`src/rtl/obstacle_scheduler_pkg.sv`:
```
// -----------------------------------------------------------------------------
// obstacle_pkg
// Shared obstacle word layout, obstacle type encoding and scheduler FSM states.
// Obstacle word: [2:0] type, [4:3] lane, [7:5] zero, [15:8] row.
// -----------------------------------------------------------------------------
package obstacle_pkg;

    typedef enum logic [2:0] {
        NONE  = 3'd0,
        LOW   = 3'd1,
        HIGH  = 3'd2,
        MID   = 3'd3,
        TRAIN = 3'd4,
        RAMP  = 3'd5,
        CAR   = 3'd6
    } obstacle_t;

    typedef enum logic [1:0] {
        ST_IDLE   = 2'd0,
        ST_SCAN   = 2'd1,
        ST_RETIRE = 2'd2,
        ST_DECR   = 2'd3
    } sched_state_t;

    localparam int OBS_W    = 16;
    localparam int TYPE_LSB = 0;
    localparam int TYPE_W   = 3;
    localparam int LANE_LSB = 3;
    localparam int LANE_W   = 2;
    localparam int ROW_LSB  = 8;
    localparam int ROW_W    = 8;

    function automatic logic [ROW_W-1:0] get_row(input logic [OBS_W-1:0] obs);
        return obs[ROW_LSB +: ROW_W];
    endfunction

    function automatic logic [LANE_W-1:0] get_lane(input logic [OBS_W-1:0] obs);
        return obs[LANE_LSB +: LANE_W];
    endfunction

    function automatic obstacle_t get_type(input logic [OBS_W-1:0] obs);
        return obstacle_t'(obs[TYPE_LSB +: TYPE_W]);
    endfunction

endpackage

```
`src/rtl/obstacle_scheduler_ring_buffer.sv`:
```
// -----------------------------------------------------------------------------
// obstacle_ring_buffer
// Circular store of obstacle words with head/tail pointers and an entry count.
// Ports:
//   clk, rst            clock, synchronous active-high reset (empties buffer)
//   push_en, push_data  append a word at tail
//   pop_en              drop the word at head
//   rd_idx -> rd_data   combinational read of entry head+rd_idx
//   wr_en, wr_idx, wr_row  overwrite the row field of entry head+wr_idx
//   count               entries held (0..DEPTH)
// -----------------------------------------------------------------------------
module obstacle_ring_buffer
    import obstacle_pkg::*;
#(
    parameter int DEPTH = 16
) (
    input  logic                       clk,
    input  logic                       rst,
    input  logic                       push_en,
    input  logic [OBS_W-1:0]           push_data,
    input  logic                       pop_en,
    input  logic [$clog2(DEPTH)-1:0]   rd_idx,
    output logic [OBS_W-1:0]           rd_data,
    input  logic                       wr_en,
    input  logic [$clog2(DEPTH)-1:0]   wr_idx,
    input  logic [ROW_W-1:0]           wr_row,
    output logic [$clog2(DEPTH):0]     count
);
    localparam int AW = $clog2(DEPTH);
    localparam int CW = AW + 1;
    localparam logic [AW-1:0] ONE_A = {{(AW-1){1'b0}}, 1'b1};
    localparam logic [CW-1:0] ONE_C = {{(CW-1){1'b0}}, 1'b1};

    logic [OBS_W-1:0] mem_r [DEPTH];
    logic [AW-1:0]    head_r;
    logic [AW-1:0]    tail_r;
    logic [CW-1:0]    count_r;
    logic [AW-1:0]    rd_addr_s;
    logic [AW-1:0]    wr_addr_s;

    // Pointer arithmetic wraps naturally at the power-of-two depth.
    assign rd_addr_s = head_r + rd_idx;
    assign wr_addr_s = head_r + wr_idx;
    assign rd_data   = mem_r[rd_addr_s];
    assign count     = count_r;

    // head/tail pointers and occupancy count
    always_ff @(posedge clk) begin
        if (rst) begin
            head_r  <= {AW{1'b0}};
            tail_r  <= {AW{1'b0}};
            count_r <= {CW{1'b0}};
        end else begin
            if (push_en) begin
                tail_r <= tail_r + ONE_A;
            end
            if (pop_en) begin
                head_r <= head_r + ONE_A;
            end
            case ({push_en, pop_en})
                2'b10:   count_r <= count_r + ONE_C;
                2'b01:   count_r <= count_r - ONE_C;
                default: count_r <= count_r;
            endcase
        end
    end

    // storage: pushes and row rewrites never coincide (different FSM states)
    always_ff @(posedge clk) begin
        if (push_en) begin
            mem_r[tail_r] <= push_data;
        end
        if (wr_en) begin
            mem_r[wr_addr_s][ROW_LSB +: ROW_W] <= wr_row;
        end
    end

endmodule

```
`src/rtl/obstacle_scheduler.sv`:
```
// -----------------------------------------------------------------------------
// obstacle_scheduler
// Buffers upcoming obstacles; on each frame streams them to game_logic one per
// cycle; on each half-block crossing of the score retires row-0 entries and
// moves the rest one row closer.
// Ports:
//   clk, rst          clock, synchronous active-high reset
//   new_frame         frame pulse (starts a scan)
//   game_over         freeze: pending work dropped, no new scans/advances
//   player_score      score, watched for HALF_BLOCK_LENGTH crossings
//   push_obstacle/push_valid/push_ready   producer handshake
//   obs_out/obs_valid/firstrow            scan beat stream
//   scan_done         pulse after the last beat
//   occupancy         entries held
//   overrun           sticky: a frame or row step was lost
// Optional build macro OBSTACLE_SCHEDULER_STATS_EN adds retired_count[15:0],
// a saturating count of retired obstacles.
// -----------------------------------------------------------------------------
module obstacle_scheduler
    import obstacle_pkg::*;
#(
    parameter int DEPTH             = 16,
    parameter int HALF_BLOCK_LENGTH = 64
) (
    input  logic                    clk,
    input  logic                    rst,
    input  logic                    new_frame,
    input  logic                    game_over,
    input  logic [15:0]             player_score,
    input  logic [15:0]             push_obstacle,
    input  logic                    push_valid,
    output logic                    push_ready,
    output logic [15:0]             obs_out,
    output logic                    obs_valid,
    output logic                    firstrow,
    output logic                    scan_done,
    output logic [$clog2(DEPTH):0]  occupancy,
    output logic                    overrun
`ifdef OBSTACLE_SCHEDULER_STATS_EN
    ,
    output logic [15:0]             retired_count
`endif
);
    localparam int AW       = $clog2(DEPTH);
    localparam int CW       = AW + 1;
    localparam int HB_SHIFT = $clog2(HALF_BLOCK_LENGTH);
    localparam logic [CW-1:0] ZERO_C  = {CW{1'b0}};
    localparam logic [CW-1:0] ONE_C   = {{(CW-1){1'b0}}, 1'b1};
    localparam logic [CW-1:0] DEPTH_C = CW'(DEPTH);

    sched_state_t   state_r, state_nx_s;
    logic [CW-1:0]  idx_r, idx_nx_s;
    logic [CW-1:0]  count_s;
    logic           frame_pend_r, step_pend_r, overrun_r;
    logic [15:0]    sc_q_r;
    logic           step_s, push_en_s, pop_s, wr_en_s, beat_s, done_s;
    logic           enter_scan_s, enter_retire_s;
    logic [15:0]    rd_data_s;
    logic [7:0]     rd_row_s;
    logic [15:0]    obs_out_r;
    logic           obs_valid_r, firstrow_r, scan_done_r;

    obstacle_ring_buffer #(.DEPTH(DEPTH)) u_ring (
        .clk       (clk),
        .rst       (rst),
        .push_en   (push_en_s),
        .push_data (push_obstacle),
        .pop_en    (pop_s),
        .rd_idx    (idx_r[AW-1:0]),
        .rd_data   (rd_data_s),
        .wr_en     (wr_en_s),
        .wr_idx    (idx_r[AW-1:0]),
        .wr_row    (rd_row_s - 8'd1),
        .count     (count_s)
    );

    // push_ready must react to game_over in the same cycle, so it is decoded
    // directly from the state register, count and game_over.
    assign push_ready = (state_r == ST_IDLE) && (count_s < DEPTH_C) && !game_over;
    assign push_en_s  = push_valid && push_ready;
    assign step_s     = (player_score >> HB_SHIFT) != (sc_q_r >> HB_SHIFT);
    assign rd_row_s   = get_row(rd_data_s);

    assign obs_out    = obs_out_r;
    assign obs_valid  = obs_valid_r;
    assign firstrow   = firstrow_r;
    assign scan_done  = scan_done_r;
    assign occupancy  = count_s;
    assign overrun    = overrun_r;

    // next-state decode; idx walks the scan beats and the row-decrement pass
    always_comb begin
        state_nx_s     = state_r;
        idx_nx_s       = idx_r;
        pop_s          = 1'b0;
        wr_en_s        = 1'b0;
        beat_s         = 1'b0;
        done_s         = 1'b0;
        enter_scan_s   = 1'b0;
        enter_retire_s = 1'b0;
        case (state_r)
            ST_IDLE: begin
                idx_nx_s = ZERO_C;
                if (frame_pend_r && !game_over) begin
                    state_nx_s   = ST_SCAN;
                    enter_scan_s = 1'b1;
                end else if (step_pend_r && !game_over) begin
                    state_nx_s     = ST_RETIRE;
                    enter_retire_s = 1'b1;
                end else begin
                    state_nx_s = ST_IDLE;
                end
            end
            ST_SCAN: begin
                if (idx_r < count_s) begin
                    beat_s   = 1'b1;
                    idx_nx_s = idx_r + ONE_C;
                end else begin
                    done_s   = 1'b1;
                    idx_nx_s = ZERO_C;
                    if (step_pend_r && !game_over) begin
                        state_nx_s     = ST_RETIRE;
                        enter_retire_s = 1'b1;
                    end else begin
                        state_nx_s = ST_IDLE;
                    end
                end
            end
            ST_RETIRE: begin
                // idx stays 0 here, so rd_data is the head entry
                if ((count_s != ZERO_C) && (rd_row_s == 8'd0)) begin
                    pop_s = 1'b1;
                end else begin
                    state_nx_s = ST_DECR;
                    idx_nx_s   = ZERO_C;
                end
            end
            ST_DECR: begin
                if (idx_r < count_s) begin
                    wr_en_s  = 1'b1;
                    idx_nx_s = idx_r + ONE_C;
                end else begin
                    state_nx_s = ST_IDLE;
                    idx_nx_s   = ZERO_C;
                end
            end
            default: begin
                state_nx_s = ST_IDLE;
                idx_nx_s   = ZERO_C;
            end
        endcase
    end

    // FSM state and walk index
    always_ff @(posedge clk) begin
        if (rst) begin
            state_r <= ST_IDLE;
            idx_r   <= ZERO_C;
        end else begin
            state_r <= state_nx_s;
            idx_r   <= idx_nx_s;
        end
    end

    // score sample (loaded during reset so release does not fake a step),
    // pending flags and sticky overrun
    always_ff @(posedge clk) begin
        sc_q_r <= player_score;
        if (rst) begin
            frame_pend_r <= 1'b0;
            step_pend_r  <= 1'b0;
            overrun_r    <= 1'b0;
        end else if (game_over) begin
            frame_pend_r <= 1'b0;
            step_pend_r  <= 1'b0;
        end else begin
            // entering a state consumes its flag; an event landing while the
            // flag is still set is lost
            if ((new_frame && frame_pend_r) || (step_s && step_pend_r)) begin
                overrun_r <= 1'b1;
            end
            frame_pend_r <= enter_scan_s   ? 1'b0 : (frame_pend_r | new_frame);
            step_pend_r  <= enter_retire_s ? 1'b0 : (step_pend_r | step_s);
        end
    end

    // registered beat stream and scan_done pulse
    always_ff @(posedge clk) begin
        if (rst) begin
            obs_out_r   <= 16'h0000;
            obs_valid_r <= 1'b0;
            firstrow_r  <= 1'b0;
            scan_done_r <= 1'b0;
        end else begin
            obs_out_r   <= beat_s ? rd_data_s : 16'h0000;
            obs_valid_r <= beat_s;
            firstrow_r  <= beat_s && (rd_row_s == 8'd0);
            scan_done_r <= done_s;
        end
    end

`ifdef OBSTACLE_SCHEDULER_STATS_EN
    logic [15:0] retired_count_r;

    // saturating count of retired obstacles
    always_ff @(posedge clk) begin
        if (rst) begin
            retired_count_r <= 16'h0000;
        end else if (pop_s && (retired_count_r != 16'hFFFF)) begin
            retired_count_r <= retired_count_r + 16'd1;
        end else begin
            retired_count_r <= retired_count_r;
        end
    end

    assign retired_count = retired_count_r;
`endif

endmodule

```
`config.mk`:
```
export PLATFORM = sky130hd
export DESIGN_NAME = obstacle_scheduler
export DESIGN_NICKNAME = d
export VERILOG_FILES = /design/src/rtl/obstacle_scheduler_pkg.sv /design/src/rtl/obstacle_scheduler_ring_buffer.sv /design/src/rtl/obstacle_scheduler.sv
export SDC_FILE = /design/constraint.sdc
export NUM_CORES = 1
export LEC_CHECK = 0
export ABC_AREA = 1
export ABC_CLOCK_PERIOD_IN_PS = 4480
export CAP_MARGIN = 20
export CORE_UTILIZATION = 50
export CTS_CLUSTER_SIZE = 28
export DETAILED_ROUTE_END_ITERATION = 6
export GPL_ROUTABILITY_DRIVEN = 0
export PLACE_DENSITY = 0.67
export RECOVER_POWER = 25
export SLEW_MARGIN = 40
export SYNTH_ARGS = -nofsm -noshare
export SYNTH_HDL_FRONTEND = slang
export SYNTH_HIERARCHICAL = 1
export SYNTH_SLANG_ARGS = --single-unit
```
`constraint.sdc`:
```
create_clock -name clk -period 4.48 [get_ports clk]
set_input_delay 1.344 -clock clk [delete_from_list [all_inputs] [get_ports clk]]
set_output_delay 1.344 -clock clk [all_outputs]
set_load 0.1 [all_outputs]
```
==> results.cfg <==
[synth]
netlist.area_leader.share_pct = 47.29
synthCells = 2009
postSynthNetCount = 2070
synth.distinct_cells = 38
synthesis.area_um2 = 16250
yosys-top-cells-area = edfxtp_1, nand2_1, dfxtp_1
async_flop_share_pct = 0
ys_seq_area_share_pct = 53.70
synth_edf_count = 256
ys.flop_type = edfxtp_1
yosysTopAreaCell = edfxtp_1
syn_area_per_cell_um2 = 8.091
synth_seq_cells = 308
ys_warn_count = 6

[clock_network]
ctsRootBufferMaster = clkbuf_16
cts_buffer_depth = 3
worstSkewPairLatency_ns = 0.53
clkTransAtPathRegs_ns = 0.06
h-tree-depth = 2
clock-sinks = 308
hold_buffers = 0
tritoncts = done
numCtsBuffers = 35

[power]
power.density_nw_per_um2 = 369.3
ir_drop_uv = 252.9
power.leakage_uw = 0.008347
fin_total_pwr_uw = 6829

[grt]
grt_pass1_vias = 12900
antenna_found_initial = 1
overflow = 0
grt_usage_pct = 27.61
grt_max_degree = 74
grt_pass1_wl_mm = 70.93

[timing]
fin_crit_sh_pct = 94.66
whs_ns = 0.5078
max_slew_margin_pct = -0.02017
period_needed_ns = 4.241
tns_ns = 0
tightest_slew_ns = 1.496
rsz0062_at_grt = no
skew_ns = 0.02177
final-hold-violation-count = 0
slew_violations = 1
setup_violations = 0
max_freq_ghz = 0.2358

[floorplanning]
core_um2 = 31800
die_h_um = 182.3
rows = 65
die_area_um2 = 33230
ios = 63
initial_core_util_pct = 51.12
dieWidth_um = 182.3

[flow_run]
cap_violations = 1

[worst_hold_path]
hold_end = u_ring/tail_r[2]$_SDFFE_PP0P_
hp-class = flip-flop to flip-flop
hold_path_depth = 1
worstHoldStart = u_ring/tail_r[2]$_SDFFE_PP0P_

[finish]
final_cells = 2503
drive_above_1_share_pct = 9.043
stdcell_area_um2 = 18490
fillCellCount = 2733
syn_to_final_growth_pct = 13.77
antenna_cells = 0
fin_nets = 2103

[worst_setup_path]
crit_path_end_kind = flip-flop
timing.rr.end = u_ring/count[4]$_SDFFE_PP0P_
rrSetupSlack_ns = 0.24
ff2ff_path_depth = 24
cp-start-kind = flip-flop
setup.worst_path.class = flip-flop to flip-flop
required_ns = 4.92
rr_startpoint = u_ring/head_r[0]$_SDFFE_PP0P_
cp.arrival_ns = 4.68
worst-path-max-fanout = 14

[route]
via_per_inst = 5.545
dr.first_iter.drc_count = 1987
ant_nets = 0
drt_drc_violations_left = 0
wl_per_cell_um = 18.14
vias = 13880
drt_first_pass_iters = 6
drt-total-wl_mm = 45.41

[placed_design]
placed_cells = 2437
place_hpwl_mm = 29.09
post_dp_cell_area_um2 = 17270
numPortBuffers = 56

[status]
status = complete, but fails checks
violations = capacitance limit, slew limit
sequential cells by signal, summed over array words and instances (netlist names), 2 cells and up:
name,flops
u_ring/mem_r,256
u_ring/head_r,4
u_ring/count,5
u_ring/tail_r,4
sc_q_r,10
obs_out,16
state_r,2
idx_r,5
cell usage in the layout (no fill, tap or decap), types with 6 or more instances in the layout:
cell type	synthesis	layout
clkbuf_16	0	38
buf_4	2	48
edfxtp_1	256	256
nand2_1	878	878
nor2_4	11	11
o21ai_0	60	60
nand3_1	18	19
nand3_2	15	14
clkdlybuf4s50_1	0	10
buf_12	1	7
xor2_1	10	8
inv_1	108	104
a21oi_1	19	19
clkbuf_1	79	6
buf_2	28	25
dlygate4sd3_1	0	20
nor3_1	9	9
dfxtp_1	52	52
nor2_1	245	245
ha_1	21	18
nand4_1	133	133
clkinv_1	9	16
o21ai_1	15	15
synth_stat cells, types with 10 or more instances:
cell type,number
a21oi_1,19
nor2_4,11
edfxtp_1,256
nand4_1,133
buf_2,28
xor2_1,10
nand3_1,18
nand3_2,15
nand2_1,878
clkbuf_1,79
o21ai_1,15
nor2_1,245
o21ai_0,60
ha_1,21
dfxtp_1,52
inv_1,108
worst max-delay path by stage:
stage / startpoint / to / slack (ns)
after CTS: u_ring/head_r[0]$_SDFFE_PP0P_ / u_ring/count[4]$_SDFFE_PP0P_ / 0.15
final: u_ring/head_r[0]$_SDFFE_PP0P_ / u_ring/count[4]$_SDFFE_PP0P_ / 0.24
after detailed placement: u_ring/head_r[0]$_SDFFE_PP0P_ / u_ring/count[4]$_SDFFE_PP0P_ / 0.16
after global routing: u_ring/head_r[0]$_SDFFE_PP0P_ / u_ring/count[4]$_SDFFE_PP0P_ / 0.02
after floorplan: game_over / push_ready / 0.35
after global placement: u_ring/head_r[0]$_SDFFE_PP0P_ / u_ring/count[4]$_SDFFE_PP0P_ / 0.29
per-stage QoR:
| step | setup WS [ns] | util (%) |
|---|---|---|
| after detailed placement | 0.1613 | 54.29 |
| after global placement | 0.2897 | 54.66 |
| after global routing | 0.01871 | 58.15 |
| final | 0.2392 | 58.15 |
| after CTS | 0.1524 | 57.98 |
| after floorplan | 0.3534 | - |
critical path, cell delays in order (launching register included):
cell and delay (ns):
dfxtp_1 0.37, ha_4 0.19, fa_2 0.63, inv_1 0.11
buf_4 0.21, nand2_1 0.09, nand2_1 0.07, nand2_1 0.06
nand2_1 0.08, nand2_1 0.07, nand2_1 0.07, inv_1 0.08
ha_2 0.23, nand4_2 0.17, nor2_4 0.30, nand3_4 0.14
inv_4 0.13, ha_4 0.18, inv_1 0.06, fa_1 0.41
nor2_1 0.16, o21ai_0 0.10, nand2_1 0.07, nand2_1 0.05
a21oi_1 0.12
final cells by class:
class | instances | area (µm²) | share of cell area (%)
Clock buffer | 44 | 957.2 | 5.176
Clock inverter | 19 | 214.0 | 1.157
Inverter | 123 | 466.7 | 2.524
Multi-Input combinational cell | 1462 | 6628 | 35.84
Sequential cell | 308 | 8728 | 47.20
Tap cell | 435 | 544.3 | 2.943
Timing Repair Buffer | 112 | 954.7 | 5.162
logic make-up after synthesis:
group           after synthesis  synth area share, %
simple gates               1324                34.39
flops                       308                53.70
buf+inv                     239                5.889
compound gates               99                3.187
fa+ha+maj                    24                1.986
xor+xnor                     15               0.8544
routing by layer:
metal / GRT usage [%] / part of all wire [%] / up-vias
met4: 9.882 / 3.1 / 0
li1: - / - / 6618
met3: 4.031 / 10 / 114
met5: 0 / 0 / -
met1: 38.93 / 42 / 6414
met2: 43.49 / 45 / 734
power breakdown:
part / leakage [µW] / internal (µW) / total (µW) / switching [µW]
logic: 0.00489 / 191 / 768 / 576
clock network: 0.000579 / 1760 / 2920 / 1160
registers: 0.00288 / 3120 / 3140 / 19.6
timing repair:
item                       CTS  global route
hold endpoints to repair     0             0
setup endpoints to repair    0             3
setup buffers                0             2
resized for setup            0             5
Power figures use the tool's default switching activity.
